`src/rtl/spi_pkg.sv`:
```
// Shared types and constants for the multi-slave SPI master.
package spi_pkg;

  typedef enum logic [1:0] {
    IDLE  = 2'd0,
    SETUP = 2'd1,
    XFER  = 2'd2,
    HOLD  = 2'd3
  } spi_state_t;

  // SPI modes encoded as {cpol, cpha}
  localparam logic [1:0] MODE0 = 2'b00;
  localparam logic [1:0] MODE1 = 2'b01;
  localparam logic [1:0] MODE2 = 2'b10;
  localparam logic [1:0] MODE3 = 2'b11;

  localparam int MIN_DATA_W = 2;

endpackage

```
`src/rtl/spi_master_multi_if.sv`:
```
// Control-register side and pin side of the SPI master, bundled as one interface.
interface spi_master_multi_if #(
  parameter int DATA_W = 8,
  parameter int NUM_SS = 2,
  parameter int SEL_W  = (NUM_SS > 1) ? $clog2(NUM_SS) : 1,
  parameter int DIV_W  = 8
);
  logic              start;
  logic [SEL_W-1:0]  ss_sel;
  logic              cpol;
  logic              cpha;
  logic [DIV_W-1:0]  clk_div;
  logic [DATA_W-1:0] tx_data;
  logic [DATA_W-1:0] rx_data;
  logic              busy;
  logic              done;
  logic              err;
  logic              sclk;
  logic              mosi;
  logic              miso;
  logic [NUM_SS-1:0] ss_n;

  modport master (
    input  start, ss_sel, cpol, cpha, clk_div, tx_data, miso,
    output rx_data, busy, done, err, sclk, mosi, ss_n
  );

  modport slave (
    output start, ss_sel, cpol, cpha, clk_div, tx_data, miso,
    input  rx_data, busy, done, err, sclk, mosi, ss_n
  );
endinterface

```
`src/rtl/spi_half_period_tick.sv`:
```
// Half-period timer: after load, emits a one-cycle tick every div+1 enabled cycles.
module spi_half_period_tick #(
  parameter int DIV_W = 8
) (
  input  logic             clk,
  input  logic             reset_n,
  input  logic             load,
  input  logic             en,
  input  logic [DIV_W-1:0] div,
  output logic             tick
);
  logic [DIV_W-1:0] cnt;

  assign tick = en && (cnt == div);

  always_ff @(posedge clk or negedge reset_n) begin
    if (!reset_n) begin
      cnt <= '0;
    end else if (load) begin
      cnt <= '0;
    end else if (en) begin
      cnt <= tick ? '0 : cnt + DIV_W'(1);
    end
  end
endmodule

```
`src/rtl/spi_master_multi.sv`:
```
// Full-duplex MSB-first SPI master with N slave selects, four SPI modes and a runtime divider.
module spi_master_multi
  import spi_pkg::*;
#(
  parameter int DATA_W = 8,
  parameter int NUM_SS = 2,
  parameter int SEL_W  = (NUM_SS > 1) ? $clog2(NUM_SS) : 1,
  parameter int DIV_W  = 8
) (
  input logic                clk,
  input logic                reset_n,
  spi_master_multi_if.master bus
);
  localparam int EDGES = 2 * DATA_W;
  localparam int EC_W  = $clog2(EDGES + 1);

  if (DATA_W < MIN_DATA_W) begin : g_bad_data_w
    $error("spi_master_multi: DATA_W below minimum");
  end

  spi_state_t        state, state_nxt;
  logic              accept, bad_sel, do_edge, finish, tick, tick_en;
  logic [SEL_W-1:0]  sel;
  logic [1:0]        mode_q;
  logic [DIV_W-1:0]  div_q;
  logic [DATA_W-1:0] tx_sh, rx_sh;
  logic [EC_W-1:0]   edge_cnt, edge_k;
  logic              odd_edge, last_edge, sample, drive, shift_tx;

  assign sel       = bus.ss_sel;
  assign tick_en   = (state != IDLE);
  assign edge_k    = edge_cnt + EC_W'(1);
  assign odd_edge  = edge_k[0];
  assign last_edge = (edge_k == EC_W'(EDGES));
  // cpha=0 samples leading edges; cpha=1 drives on leading edges (edge 1 re-drives the MSB)
  assign sample    = (mode_q == MODE0 || mode_q == MODE2) ? odd_edge : ~odd_edge;
  assign drive     = (mode_q == MODE1 || mode_q == MODE3) ? odd_edge : (~odd_edge & ~last_edge);
  assign shift_tx  = drive && (edge_k != EC_W'(1));

  spi_half_period_tick #(.DIV_W(DIV_W)) u_tick (
    .clk     (clk),
    .reset_n (reset_n),
    .load    (accept),
    .en      (tick_en),
    .div     (div_q),
    .tick    (tick)
  );

  always_ff @(posedge clk or negedge reset_n) begin
    if (!reset_n) state <= IDLE;
    else          state <= state_nxt;
  end

  always_comb begin
    state_nxt = state;
    accept    = 1'b0;
    bad_sel   = 1'b0;
    do_edge   = 1'b0;
    finish    = 1'b0;
    case (state)
      IDLE: begin
        if (bus.start) begin
          if (int'(sel) >= NUM_SS) begin
            bad_sel = 1'b1;
          end else begin
            accept    = 1'b1;
            state_nxt = SETUP;
          end
        end
      end
      SETUP: begin
        if (tick) begin
          do_edge   = 1'b1;
          state_nxt = XFER;
        end
      end
      XFER: begin
        if (tick) begin
          do_edge = 1'b1;
          if (last_edge) state_nxt = HOLD;
        end
      end
      HOLD: begin
        if (tick) begin
          finish    = 1'b1;
          state_nxt = IDLE;
        end
      end
      default: state_nxt = IDLE;
    endcase
  end

  // ---- registered pin and status outputs ----
  always_ff @(posedge clk or negedge reset_n) begin
    if (!reset_n) begin
      bus.sclk    <= 1'b0;
      bus.mosi    <= 1'b0;
      bus.busy    <= 1'b0;
      bus.done    <= 1'b0;
      bus.err     <= 1'b0;
      bus.rx_data <= '0;
      bus.ss_n    <= '1;
      edge_cnt    <= '0;
    end else begin
      bus.done <= 1'b0;
      bus.err  <= 1'b0;
      if (state == IDLE) bus.sclk <= bus.cpol;
      if (bad_sel) begin
        bus.done <= 1'b1;
        bus.err  <= 1'b1;
      end
      if (accept) begin
        bus.busy <= 1'b1;
        bus.ss_n <= ~(NUM_SS'(1) << sel);
        bus.mosi <= bus.tx_data[DATA_W-1];
        edge_cnt <= '0;
      end
      if (do_edge) begin
        bus.sclk <= ~bus.sclk;
        edge_cnt <= edge_k;
        if (drive) bus.mosi <= shift_tx ? tx_sh[DATA_W-2] : tx_sh[DATA_W-1];
      end
      if (finish) begin
        bus.ss_n    <= '1;
        bus.busy    <= 1'b0;
        bus.done    <= 1'b1;
        bus.rx_data <= rx_sh;
      end
    end
  end

  // ---- transfer configuration and shift registers ----
  always_ff @(posedge clk) begin
    if (accept) begin
      mode_q <= {bus.cpol, bus.cpha};
      div_q  <= bus.clk_div;
      tx_sh  <= bus.tx_data;
    end else if (do_edge) begin
      if (shift_tx) tx_sh <= {tx_sh[DATA_W-2:0], 1'b0};
      if (sample)   rx_sh <= {rx_sh[DATA_W-2:0], bus.miso};
    end
  end
endmodule

```
`src/flat_wrapper.sv`:
```
// flat-port wrapper written by rule: the top's interface ports become plain ports
module spi_master_multi_flat import spi_pkg::*;
#(
  parameter int DATA_W = 8,
  parameter int NUM_SS = 2,
  parameter int SEL_W  = (NUM_SS > 1) ? $clog2(NUM_SS) : 1,
  parameter int DIV_W  = 8
)
  (clk, reset_n, bus_start, bus_ss_sel, bus_cpol, bus_cpha, bus_clk_div, bus_tx_data, bus_miso, bus_rx_data, bus_busy, bus_done, bus_err, bus_sclk, bus_mosi, bus_ss_n);
  spi_master_multi_if #(.DATA_W(DATA_W), .NUM_SS(NUM_SS), .SEL_W(SEL_W), .DIV_W(DIV_W)) bus_i ();
  input logic clk;
  input logic reset_n;
  input wire logic [$bits(bus_i.start)-1:0] bus_start;
  input wire logic [$bits(bus_i.ss_sel)-1:0] bus_ss_sel;
  input wire logic [$bits(bus_i.cpol)-1:0] bus_cpol;
  input wire logic [$bits(bus_i.cpha)-1:0] bus_cpha;
  input wire logic [$bits(bus_i.clk_div)-1:0] bus_clk_div;
  input wire logic [$bits(bus_i.tx_data)-1:0] bus_tx_data;
  input wire logic [$bits(bus_i.miso)-1:0] bus_miso;
  output wire logic [$bits(bus_i.rx_data)-1:0] bus_rx_data;
  output wire logic [$bits(bus_i.busy)-1:0] bus_busy;
  output wire logic [$bits(bus_i.done)-1:0] bus_done;
  output wire logic [$bits(bus_i.err)-1:0] bus_err;
  output wire logic [$bits(bus_i.sclk)-1:0] bus_sclk;
  output wire logic [$bits(bus_i.mosi)-1:0] bus_mosi;
  output wire logic [$bits(bus_i.ss_n)-1:0] bus_ss_n;
  assign bus_i.start = bus_start;
  assign bus_i.ss_sel = bus_ss_sel;
  assign bus_i.cpol = bus_cpol;
  assign bus_i.cpha = bus_cpha;
  assign bus_i.clk_div = bus_clk_div;
  assign bus_i.tx_data = bus_tx_data;
  assign bus_i.miso = bus_miso;
  assign bus_rx_data = bus_i.rx_data;
  assign bus_busy = bus_i.busy;
  assign bus_done = bus_i.done;
  assign bus_err = bus_i.err;
  assign bus_sclk = bus_i.sclk;
  assign bus_mosi = bus_i.mosi;
  assign bus_ss_n = bus_i.ss_n;
  spi_master_multi #(.DATA_W(DATA_W), .NUM_SS(NUM_SS), .SEL_W(SEL_W), .DIV_W(DIV_W)) u_core (.clk(clk), .reset_n(reset_n), .bus(bus_i));
endmodule
```
`config.mk`:
```
export PLATFORM = sky130hd
export DESIGN_NAME = spi_master_multi_flat
export DESIGN_NICKNAME = d
export VERILOG_FILES = /design/src/rtl/spi_pkg.sv /design/src/rtl/spi_master_multi_if.sv /design/src/rtl/spi_half_period_tick.sv /design/src/rtl/spi_master_multi.sv /design/src/flat_wrapper.sv
export SDC_FILE = /design/constraint.sdc
export NUM_CORES = 1
export LEC_CHECK = 0
export ABC_AREA = 1
export ABC_CLOCK_PERIOD_IN_PS = 2200
export BUFFER_PORTS_ARGS = -buffer_cell sky130_fd_sc_hd__buf_2
export CAP_MARGIN = 20
export CORE_AREA = 2 2 73 109
export CTS_BUF_LIST = sky130_fd_sc_hd__clkbuf_16
export DETAILED_ROUTE_END_ITERATION = 10
export DIE_AREA = 0 0 75 111
export SETUP_SLACK_MARGIN = 0.02
export SLEW_MARGIN = 20
export SYNTH_ARGS = -nofsm -noshare
export SYNTH_HDL_FRONTEND = slang
export SYNTH_SLANG_ARGS = --single-unit
```
`constraint.sdc`:
```
create_clock -name clk -period 2.2 [get_ports clk]
set_input_delay 0.33 -clock clk [delete_from_list [all_inputs] [get_ports clk]]
set_output_delay 0.33 -clock clk [all_outputs]
set_load 0.01 [all_outputs]
```
* Yosys cells after proc, flatten, opt, wreduce, memory -nomap -nowiden
Index checks and enable logic that the tools add are counted.
** Word-level totals
- Register bits :: 55
- Bits of input ports :: 23
- Output and inout port bits :: 15
- Word-level logic and storage cells :: 84
** Cells by class
- Add/sub/neg operators :: 2
- Equality and inequality tests :: 14
- Shifts and indexed selects :: 1
- Multiplexer cells :: 32
- Bitwise operators :: 6
- Reductions and logical operators :: 16
** Operators by type and width (count)
- $mux 8 :: 6
- $mux 1 :: 16
- $mux 2 :: 7
- $reduce_bool 2->1 :: 6
- $mux 5 :: 2
- $add 8x1->8 const B :: 1
- $eq 2x2->1 const B :: 4
- $eq 8x8->1 :: 1
- $ne 2x2->1 const B :: 4
- $pmux 2 s4 :: 1
- $add 5x1->5 const B :: 1
- $eq 5x5->1 const B :: 1
- $ne 5x1->1 const B :: 1
- $reduce_and 5->1 :: 1
- $eq 2x1->1 const B :: 2
- $logic_not 2->1 :: 2
- $not 1->1 :: 4
- $reduce_and 3->1 :: 1
- $logic_and 1x1->1 :: 2
- $logic_or 1x1->1 :: 2
- $ne 2x1->1 const B :: 1
- $not 2->2 :: 1
- $reduce_and 2->1 :: 1
- $reduce_or 2->1 :: 1
- 2 further kinds :: 2

* Depth between registers and ports, before layout
Gate-level depths: netlist of run 1.
- Depth after elaboration :: 9
- Mapped depth :: 11
- Gate-level depth less buffers :: 11

* Modules after synthesis
Synthesis of run 1 repeated with hierarchy kept, for this count alone.
** Second synthesis, totals
- Cell total of the unflattened synthesis :: 267
- Area, all modules :: 2533.7 um^2
** Modules (own cells, without submodules)
- spi_master_multi :: instances 1, cells each 180, area an instance 1908.1 um^2, seq. area each 1278.7 um^2
- spi_half_period_tick :: instances 1, cells each 87, area an instance 625.6 um^2, seq. area each 200.2 um^2

* Least setup slack after synthesis of run 1
No wires, ideal clock.
- Path type :: register to register
- From :: register u_core.edge_cnt[0]
- To :: register u_core.tx_sh[0], enable pin
- Setup time :: 374 ps
- Data arrival time :: 1504 ps
- Data required time :: 1826 ps
- Slack :: 322 ps
- Stages on the path, launching flop included :: 9
- Buffers on the path :: 0
- Period minus slack after synthesis :: 1878 ps
- Cell sequence :: dfrtp_1 -> ha_1 -> nand2_1 -> inv_1 -> nor2_1 -> nor2_1 -> nand3_1 -> nand3_1 -> o21ai_1
** Between the ends
- Longest elaborated chain between the ends :: 8
- Elaborated cells between the ends (all ways) :: 10
- Those cells by class :: add/sub: 1; eq/ne: 2; mux: 1; bitwise: 3; reduce/logical: 3
** Ends and longest elaborated chain
- start, declared :: line spi_master_multi.sv:27 : logic [EC_W-1:0] edge_cnt, edge_k;
- start signal, assigned :: line spi_master_multi.sv:120 : edge_cnt <= edge_k;
- $add 5x1->5 (*) :: line spi_master_multi.sv:32 : assign edge_k = edge_cnt + EC_W'(1);
- $eq 5x5->1 :: line spi_master_multi.sv:34 : assign last_edge = (edge_k == EC_W'(EDGES));
- $not 1->1 :: line spi_master_multi.sv:37 : assign drive = (mode_q == MODE1 || mode_q == MODE3) ? odd_edge : (~odd_edge & ~last_edge);
- $and 1x1->1 :: line spi_master_multi.sv:37
- $mux 1 :: line spi_master_multi.sv:37
- $logic_and 1x1->1 (*) :: line spi_master_multi.sv:38 : assign shift_tx = drive && (edge_k != EC_W'(1));
- $reduce_bool 2->1 (no source line) (*)
- $reduce_and 2->1 (no source line) (*)
- end signal, assigned :: line spi_master_multi.sv:137 : tx_sh <= bus.tx_data;
- end signal, assigned :: line spi_master_multi.sv:139 : if (shift_tx) tx_sh <= {tx_sh[DATA_W-2:0], 1'b0};
- end, declared :: line spi_master_multi.sv:26 : logic [DATA_W-1:0] tx_sh, rx_sh;
Every way passes the cells marked *; elsewhere a longest branch is shown, timed or not.
A chain may end at the register's enable or synchronous reset.

* Worst setup path in the final report of run 1
- From :: register u_core.u_tick.cnt[7]
- To :: register u_core.tx_sh[7], enable pin
** Between the ends
- Longest elaborated chain between the ends :: 6
** Ends and longest elaborated chain
- start, declared :: line spi_half_period_tick.sv:12 : logic [DIV_W-1:0] cnt;
- start signal, assigned :: line spi_half_period_tick.sv:22 : cnt <= tick ? '0 : cnt + DIV_W'(1);
- $eq 8x8->1 :: line spi_half_period_tick.sv:14 : assign tick = en && (cnt == div);
- $logic_and 1x1->1 :: line spi_half_period_tick.sv:14
- $mux 1 :: line spi_master_multi.sv:72, spi_master_multi.sv:78
- $mux 1
- $reduce_bool 2->1 (no source line)
- $reduce_and 2->1 (no source line)
No other way between the ends.

==> flow_metrics.env, run 1 <==
export IMPL_detailedRoute_firstIterationViolations=74
export IMPL_cts_resized=0
export IMPL_power_share_switching_pct=32.4
export IMPL_setup_tns_ps=0
export IMPL_netlist_cell_type_count=31
export IMPL_final_nets=344
export IMPL_firstDrtPassIters=5
export IMPL_tightestPinTransition_ps=669
export IMPL_synth_seq_cells=54
export IMPL_worst_path_dominant_cell_family="simple AND/OR/NAND/NOR gates"
export IMPL_timing_final_max_slew_violations=0
export IMPL_synth_area_top_cells="edfxtp_1 30%, dfrtp_1 27%, nand2_1 14%"
export IMPL_avgRoutedWirePerCell_um=11.6
export IMPL_post_place_cells=409
export IMPL_vert_die_dim_um=111
export IMPL_crit_path_max_incr_delay_ps=390
export IMPL_criticalPathCategory="reg -> reg"
export IMPL_yosys_warnings=0
export IMPL_vias=1857
export IMPL_reg2reg_depth=10
export IMPL_floorplan_die_area_um2=8330
export IMPL_grt_total_usage_pct=13.3
export IMPL_h_tree_depth=2
export IMPL_worst_endpoint_arrival_ps=1850
export IMPL_avgSynthCellArea_um2=9.25
export IMPL_slew_limit_headroom_pct=55.4
export IMPL_clk_pin_slew_ps=70
export IMPL_grt_antenna_before_repair=0
export IMPL_syn_num_nets=302
export IMPL_grt_max_degree=30
export IMPL_pwr_density_cell_nw_per_um2=1030
export IMPL_via_count_of_the_first_global_routing_pass=1908
export IMPL_unrepaired_setup_endpoints_after_global_routing="no"
export IMPL_worst_ir_drop_vdd_v=0.000621
export IMPL_fillerInstances=759
export IMPL_crit_path_cell_trace="inv_1, nand2_1, nand2_1, inv_1, nor2_1, nand2_1, nor2_4, nand3_2, o21ai_1, buf_4"
export IMPL_port_buffers=36
export IMPL_num_rows=39
export IMPL_setup_violations_final=0
export IMPL_synth_enable_flop_cells=25
export IMPL_initial_core_util_pct=33.7
export IMPL_area_sequential_um2=1480
export IMPL_p_leak_nw=1.44
export IMPL_path_buf_inv=3
export IMPL_ioPinCount=38
export IMPL_synth_seq_area_share_pct=58.8
export IMPL_critPathCaptureType="flop"
export IMPL_antenna_cells_inserted=0
export IMPL_critical_path_startpoint_type="flop"
export IMPL_cts_inserted_buffers=5
export IMPL_tritoncts="done"
export IMPL_multi_input_gate_area_in_the_final_layout_um2=880
export IMPL_finalWeightedCongestion=0.840
export IMPL_skew_ps=5.87
export IMPL_layout_common_cells="96 x nand2_1, 36 x buf_2, 30 x inv_1"
export IMPL_combPwrFrac_pct=27.5
export IMPL_synthArstFlopShare_pct=53.7
export IMPL_synth_top_cell_area_share_pct=29.9
export IMPL_grt_overflow_total=0
export IMPL_hold_buffers=0
export IMPL_wirelength_um=4830
export IMPL_worstSkewPairLatency_ps=290
export IMPL_viasPerCell=4.45
export IMPL_areaGrowthSynthToFinish_pct=18.9
export IMPL_share_of_power_burned_in_the_clock_network_pct=27.3
export IMPL_cts_buffer_depth=2
export IMPL_route_antenna_remaining_nets=0
export IMPL_most_common_cell_after_layout_fill_and_taps_aside="nand2_1"
export IMPL_yosys_area_top_type="edfxtp_1"
export IMPL_post_cts_repair_setup_buffers=0
export IMPL_worstPathRequired_ps=2200
export IMPL_timing_hold_worst_class="in -> async"
export IMPL_post_dp_hpwl_um=3680
export IMPL_worstSetupPathDepth=10
export IMPL_grt_pass1_wl_um=8580
export IMPL_clock_sinks=54
export IMPL_fmax_ghz=0.542
export IMPL_clock_tree_root_cell="clkbuf_16"
export IMPL_stdcell_count=417
export IMPL_post_synth_inst_count=272
export IMPL_post_synthesis_cell_area_um2=2510
export IMPL_critical_path_slowest_cell="dfrtp_1"
export IMPL_final_period_utilization_pct=83.8
export IMPL_p_sw_w=0.000999
export IMPL_share_seq_of_total_power_pct=45.2
export IMPL_core_region_area_um2=7470
export IMPL_final_period_minus_worst_setup_slack_ps=1840
export IMPL_cell_internal_pwr_w=0.00208
export IMPL_final_layout_size_suffix_gt1_share_pct=20.0
export IMPL_timing_critical_path_mode_cell="nand2_1"
export IMPL_drcViolationCount=0
export IMPL_run_status="finished, final reports clean"
export IMPL_max_cap_violations=0
export IMPL_chipWidth_um=75
export IMPL_timing_final_hold_violations=0
export IMPL_path_max_fanout=8
export IMPL_ys_dominant_reg_cell="dfrtp_1"
cell families (layout without fill, tap and decap cells):
logic type      Yosys count  after routing  share of synthesized area (%)
other cells               1              1                          0.149
simple gates            141            141                           23.8
xor+xnor                  9              9                           3.13
compound gates           20             20                           4.38
buf+inv                  40             83                           6.22
fa+ha+maj                 7              7                           3.48
flops                    54             54                           58.8
final timing paths:
check / end / from / slack (ps)
worst max-delay path: u_core.tx_sh[7] / u_core.u_tick.cnt[7] / 360
worst min-delay path: u_core.edge_cnt[1] / reset_n / 60
worst max register to register: u_core.tx_sh[7] / u_core.u_tick.cnt[7] / 360
worst min register to register: u_core.rx_sh[7] / u_core.rx_sh[6] / 450
max in group asynchronous: u_core.bus.rx_data[3] / reset_n / 1700
min in group clk: u_core.div_q[0] / bus_clk_div[0] / 210
worst register-to-register path: cells and delay by family (launching register included):
kind            cells  cell delay, ps
compound gates      1             170
buf+inv             3             320
flops               1             390
simple gates        6             680
routing by layer:
metal,vias to the layer above,track usage (%),wire (um)
li1,949,-,-
met4,0,5.60,131
met1,853,15.7,2010
met3,13,4.00,220
met2,42,21.8,2470
met5,-,0,0
cell usage after synthesis (2+ instances only):
master and number:
nand2_1 96, inv_1 29, dfrtp_1 27, edfxtp_1 25, nor2_1 16, nand3_1 13
o21ai_0 8, ha_1 7, o22ai_1 6, inv_2 5, xor2_1 5, nand4_1 4
o21ai_1 4, xnor2_1 4, clkbuf_1 2, dfstp_2 2, nand3_2 2, nor2_2 2
nor3_1 2, or2_2 2
power groups by stage:
| stage | logic [W] | clock network (W) | registers, W |
|---|---|---|---|
| floorplan | 0.000600 | 0 | 0.00141 |
| global placement | 0.000840 | 0 | 0.00141 |
| detailed placement | 0.000857 | 0 | 0.00141 |
| CTS | 0.000861 | 0.000866 | 0.00140 |
| global route | 0.000985 | 0.000906 | 0.00142 |
| finish | 0.000848 | 0.000843 | 0.00139 |
metrics by stage:
| stage | cell area, um^2 | utilization [%] | hold WS [ps] | total power, W | setup WS [ps] |
|---|---|---|---|---|---|
| 2_1_floorplan | 2510 | - | 34.4 | 0.00200 | 322 |
| 3_3_place_gp | 2830 | 37.9 | 402 | 0.00225 | 386 |
| 3_5_place_dp | 2830 | 37.9 | 412 | 0.00227 | 344 |
| 4_1_cts | 2990 | 40.1 | 94.3 | 0.00312 | 337 |
| 5_1_grt | 2990 | 40.1 | 126 | 0.00331 | 154 |
| 6_report | 2990 | 40.1 | 61.7 | 0.00308 | 356 |
state kept, by name, indices dropped and copies added (netlist names), 2 cells and up:
name,count
u_core.div_q,8
u_core.bus.ss_n,2
u_core.edge_cnt,5
u_core.u_tick.cnt,8
u_core.state,2
u_core.rx_sh,8
u_core.bus.rx_data,8
u_core.tx_sh,8
cell type report:
class | count | area share [%]
inverter | 35 | 4.39
sequential | 54 | 49.5
clock inverter | 2 | 0.418
clock buffer | 6 | 5.02
timing repair buffer | 40 | 7.03
tap | 102 | 4.27
multi-input combinational | 178 | 29.4
No activity file was read; power rests on OpenSTA's default activity.
==> run 2, diff against run 1 <==
--- a/config.mk
+++ b/config.mk
@@ -6,7 +6,7 @@
 export NUM_CORES = 1
 export LEC_CHECK = 0
 export ABC_AREA = 1
-export ABC_CLOCK_PERIOD_IN_PS = 2200
+export ABC_CLOCK_PERIOD_IN_PS = 1600
 export BUFFER_PORTS_ARGS = -buffer_cell sky130_fd_sc_hd__buf_2
 export CAP_MARGIN = 20
 export CORE_AREA = 2 2 73 109
==> constraint.sdc (replaced) <==
create_clock -name clk -period 1.6 [get_ports clk]
set_input_delay 0.24 -clock clk [delete_from_list [all_inputs] [get_ports clk]]
set_output_delay 0.24 -clock clk [all_outputs]
set_load 0.01 [all_outputs]
==> flow_metrics.env, run 2 (synthesis results as in run 1) <==
export IMPL_run_status="finished with violations"
export IMPL_failing_checks="negative hold slack, negative setup slack"
export IMPL_worst_path_dominant_cell_family="simple AND/OR/NAND/NOR gates"
export IMPL_hold_buffers=0
export IMPL_worst_setup_path_endpoint="u_core.tx_sh[7]"
export IMPL_via_count_of_the_first_global_routing_pass=1996
export IMPL_floorplan_die_area_um2=8330
export IMPL_critical_path_slowest_cell="dfrtp_1"
export IMPL_path_max_fanout=8
export IMPL_ioPinCount=38
export IMPL_vias=1994
export IMPL_critical_path_startpoint_type="flop"
export IMPL_stdcell_count=454
export IMPL_path_buf_inv=2
export IMPL_crit_path_cell_trace="inv_2, nand2_2, nand2_2, inv_2, nor2_1, nand2_1, nor2_4, nand3_4, o21ai_4"
export IMPL_route_antenna_remaining_nets=0
export IMPL_final_period_minus_worst_setup_slack_ps=1670
export IMPL_met2_length_um=2730
export IMPL_viasPerCell=4.39
export IMPL_wirelength_um=5160
export IMPL_reg2reg_depth=9
export IMPL_cts_inserted_buffers=5
export IMPL_cts_buffer_depth=2
export IMPL_setup_violations_final=10
export IMPL_r2r_path_end="u_core.tx_sh[7]"
export IMPL_post_place_cells=439
export IMPL_grt_antenna_before_repair=0
export IMPL_timing_final_ws_setup_ps=-70.2
export IMPL_chipWidth_um=75
export IMPL_grt_max_degree=30
export IMPL_tightestPinTransition_ps=675
export IMPL_final_layout_size_suffix_gt1_share_pct=36.4
export IMPL_port_buffers=36
export IMPL_pwr_density_cell_nw_per_um2=1400
export IMPL_timing_final_hold_violations=27
export IMPL_finalHoldWorstSlack_ps=-15.2
export IMPL_route_met3_wl_um=183
export IMPL_clk_pin_slew_ps=70
export IMPL_worst_endpoint_arrival_ps=1640
export IMPL_worstSetupPathDepth=9
export IMPL_vert_die_dim_um=111
export IMPL_critPathCaptureType="flop"
export IMPL_drcViolationCount=0
export IMPL_areaGrowthSynthToFinish_pct=36.0
export IMPL_clock_tree_root_cell="clkbuf_16"
export IMPL_grt_total_usage_pct=13.8
export IMPL_clock_sinks=54
export IMPL_p_leak_nw=1.64
export IMPL_layout_common_cells="88 x nand2_1, 38 x buf_4, 36 x buf_2"
export IMPL_max_cap_violations=0
export IMPL_post_place_ws_ps=-148
export IMPL_skew_ps=7.37
export IMPL_final_nets=381
export IMPL_final_period_utilization_pct=104
export IMPL_avgRoutedWirePerCell_um=11.4
export IMPL_most_common_cell_after_layout_fill_and_taps_aside="nand2_1"
export IMPL_highest_signal_layer="met4"
export IMPL_criticalPathCategory="reg -> reg"
export IMPL_antenna_cells_inserted=0
export IMPL_initial_core_util_pct=33.7
export IMPL_firstDrtPassIters=4
export IMPL_unrepaired_setup_endpoints_after_global_routing="yes"
export IMPL_fmax_ghz=0.599
export IMPL_r2r_slack_ps=-70
export IMPL_worstPathRequired_ps=1560
export IMPL_crit_path_max_incr_delay_ps=410
export IMPL_core_region_area_um2=7470
export IMPL_slew_limit_headroom_pct=55.0
export IMPL_h_tree_depth=2
export IMPL_cp_startpoint="u_core.u_tick.cnt[7]"
export IMPL_tritoncts="done"
export IMPL_grt_overflow_total=0
export IMPL_m1WireLength_um=2170
export IMPL_timing_hold_worst_class="in -> async"
export IMPL_r2r_start="u_core.u_tick.cnt[7]"
export IMPL_num_rows=39
export IMPL_post_dp_hpwl_um=3870
export IMPL_worst_ir_drop_vdd_v=0.000772
export IMPL_finalWeightedCongestion=0.889
export IMPL_grt_pass1_wl_um=8900
export IMPL_detailedRoute_firstIterationViolations=67
export IMPL_worstSkewPairLatency_ps=290
export IMPL_timing_final_max_slew_violations=0
==> run 2: worst min path at each step <==
| stage | endpoint | slack, ps | cells after the start |
|---|---|---|---|
| 6_report | u_core.bus.mosi | -20 | 1 |
| 2_1_floorplan | u_core.bus.busy | -60 | 0 |
| 3_3_place_gp | u_core.edge_cnt[3] | 320 | 1 |
| 3_5_place_dp | u_core.edge_cnt[3] | 340 | 1 |
| 4_1_cts | u_core.bus.rx_data[0] | 20 | 1 |
| 5_1_grt | u_core.state[1] | 50 | 1 |
==> run 2: per-layer routing <==
layer	up-vias	GRT usage (%)
li1	1020	-
met3	4	2.36
met1	932	17.4
met5	-	0
met2	38	23.2
met4	0	4.88
==> run 2: power breakdown <==
part           internal (W)  total (W)  switching [W]  leakage (nW)
clock network      0.000747    0.00124       0.000493        0.0844
registers           0.00176    0.00189       0.000131         0.612
logic              0.000734    0.00166       0.000926         0.945
==> run 2: timing repair <==
| item | 4_1_cts | 5_1_grt |
|---|---|---|
| gates resized for setup | 10 | 24 |
| pin swaps | 10 | 14 |
| buffers inserted | 3 | 4 |
| setup endpoints to repair | 24 | 47 |
==> run 2: layout make-up <==
| cell class | instances | area [um^2] |
|---|---|---|
| clock inverters | 3 | 47.5 |
| fillers | 723 | 4050 |
| clock buffers | 5 | 125 |
| well taps | 102 | 128 |
| repair buffers | 77 | 508 |
| inverters | 35 | 138 |
| multi-input cells | 178 | 995 |
| flip-flops and latches | 54 | 1480 |
==> run 2: worst reg2reg max path, stage by stage, from the launching register on <==
cell	delay [ps]
dfrtp_1	410
inv_2	70
nand2_2	50
nand2_2	80
inv_2	30
nor2_1	70
nand2_1	90
nor2_4	140
nand3_4	110
o21ai_4	300
==> run 2: through the flow <==
stage	area (um^2)	power, W	util [%]	hold slack (ps)	TNS, ps
after floorplan	2550	0.00279	-	-55.6	-408
after global placement	3100	0.00342	41.5	323	-985
after detailed placement	3100	0.00343	41.5	337	-1520
after CTS	3320	0.00472	44.5	16.2	-625
after global routing	3420	0.00513	45.8	50.6	-4570
final	3420	0.00479	45.8	-15.2	-562
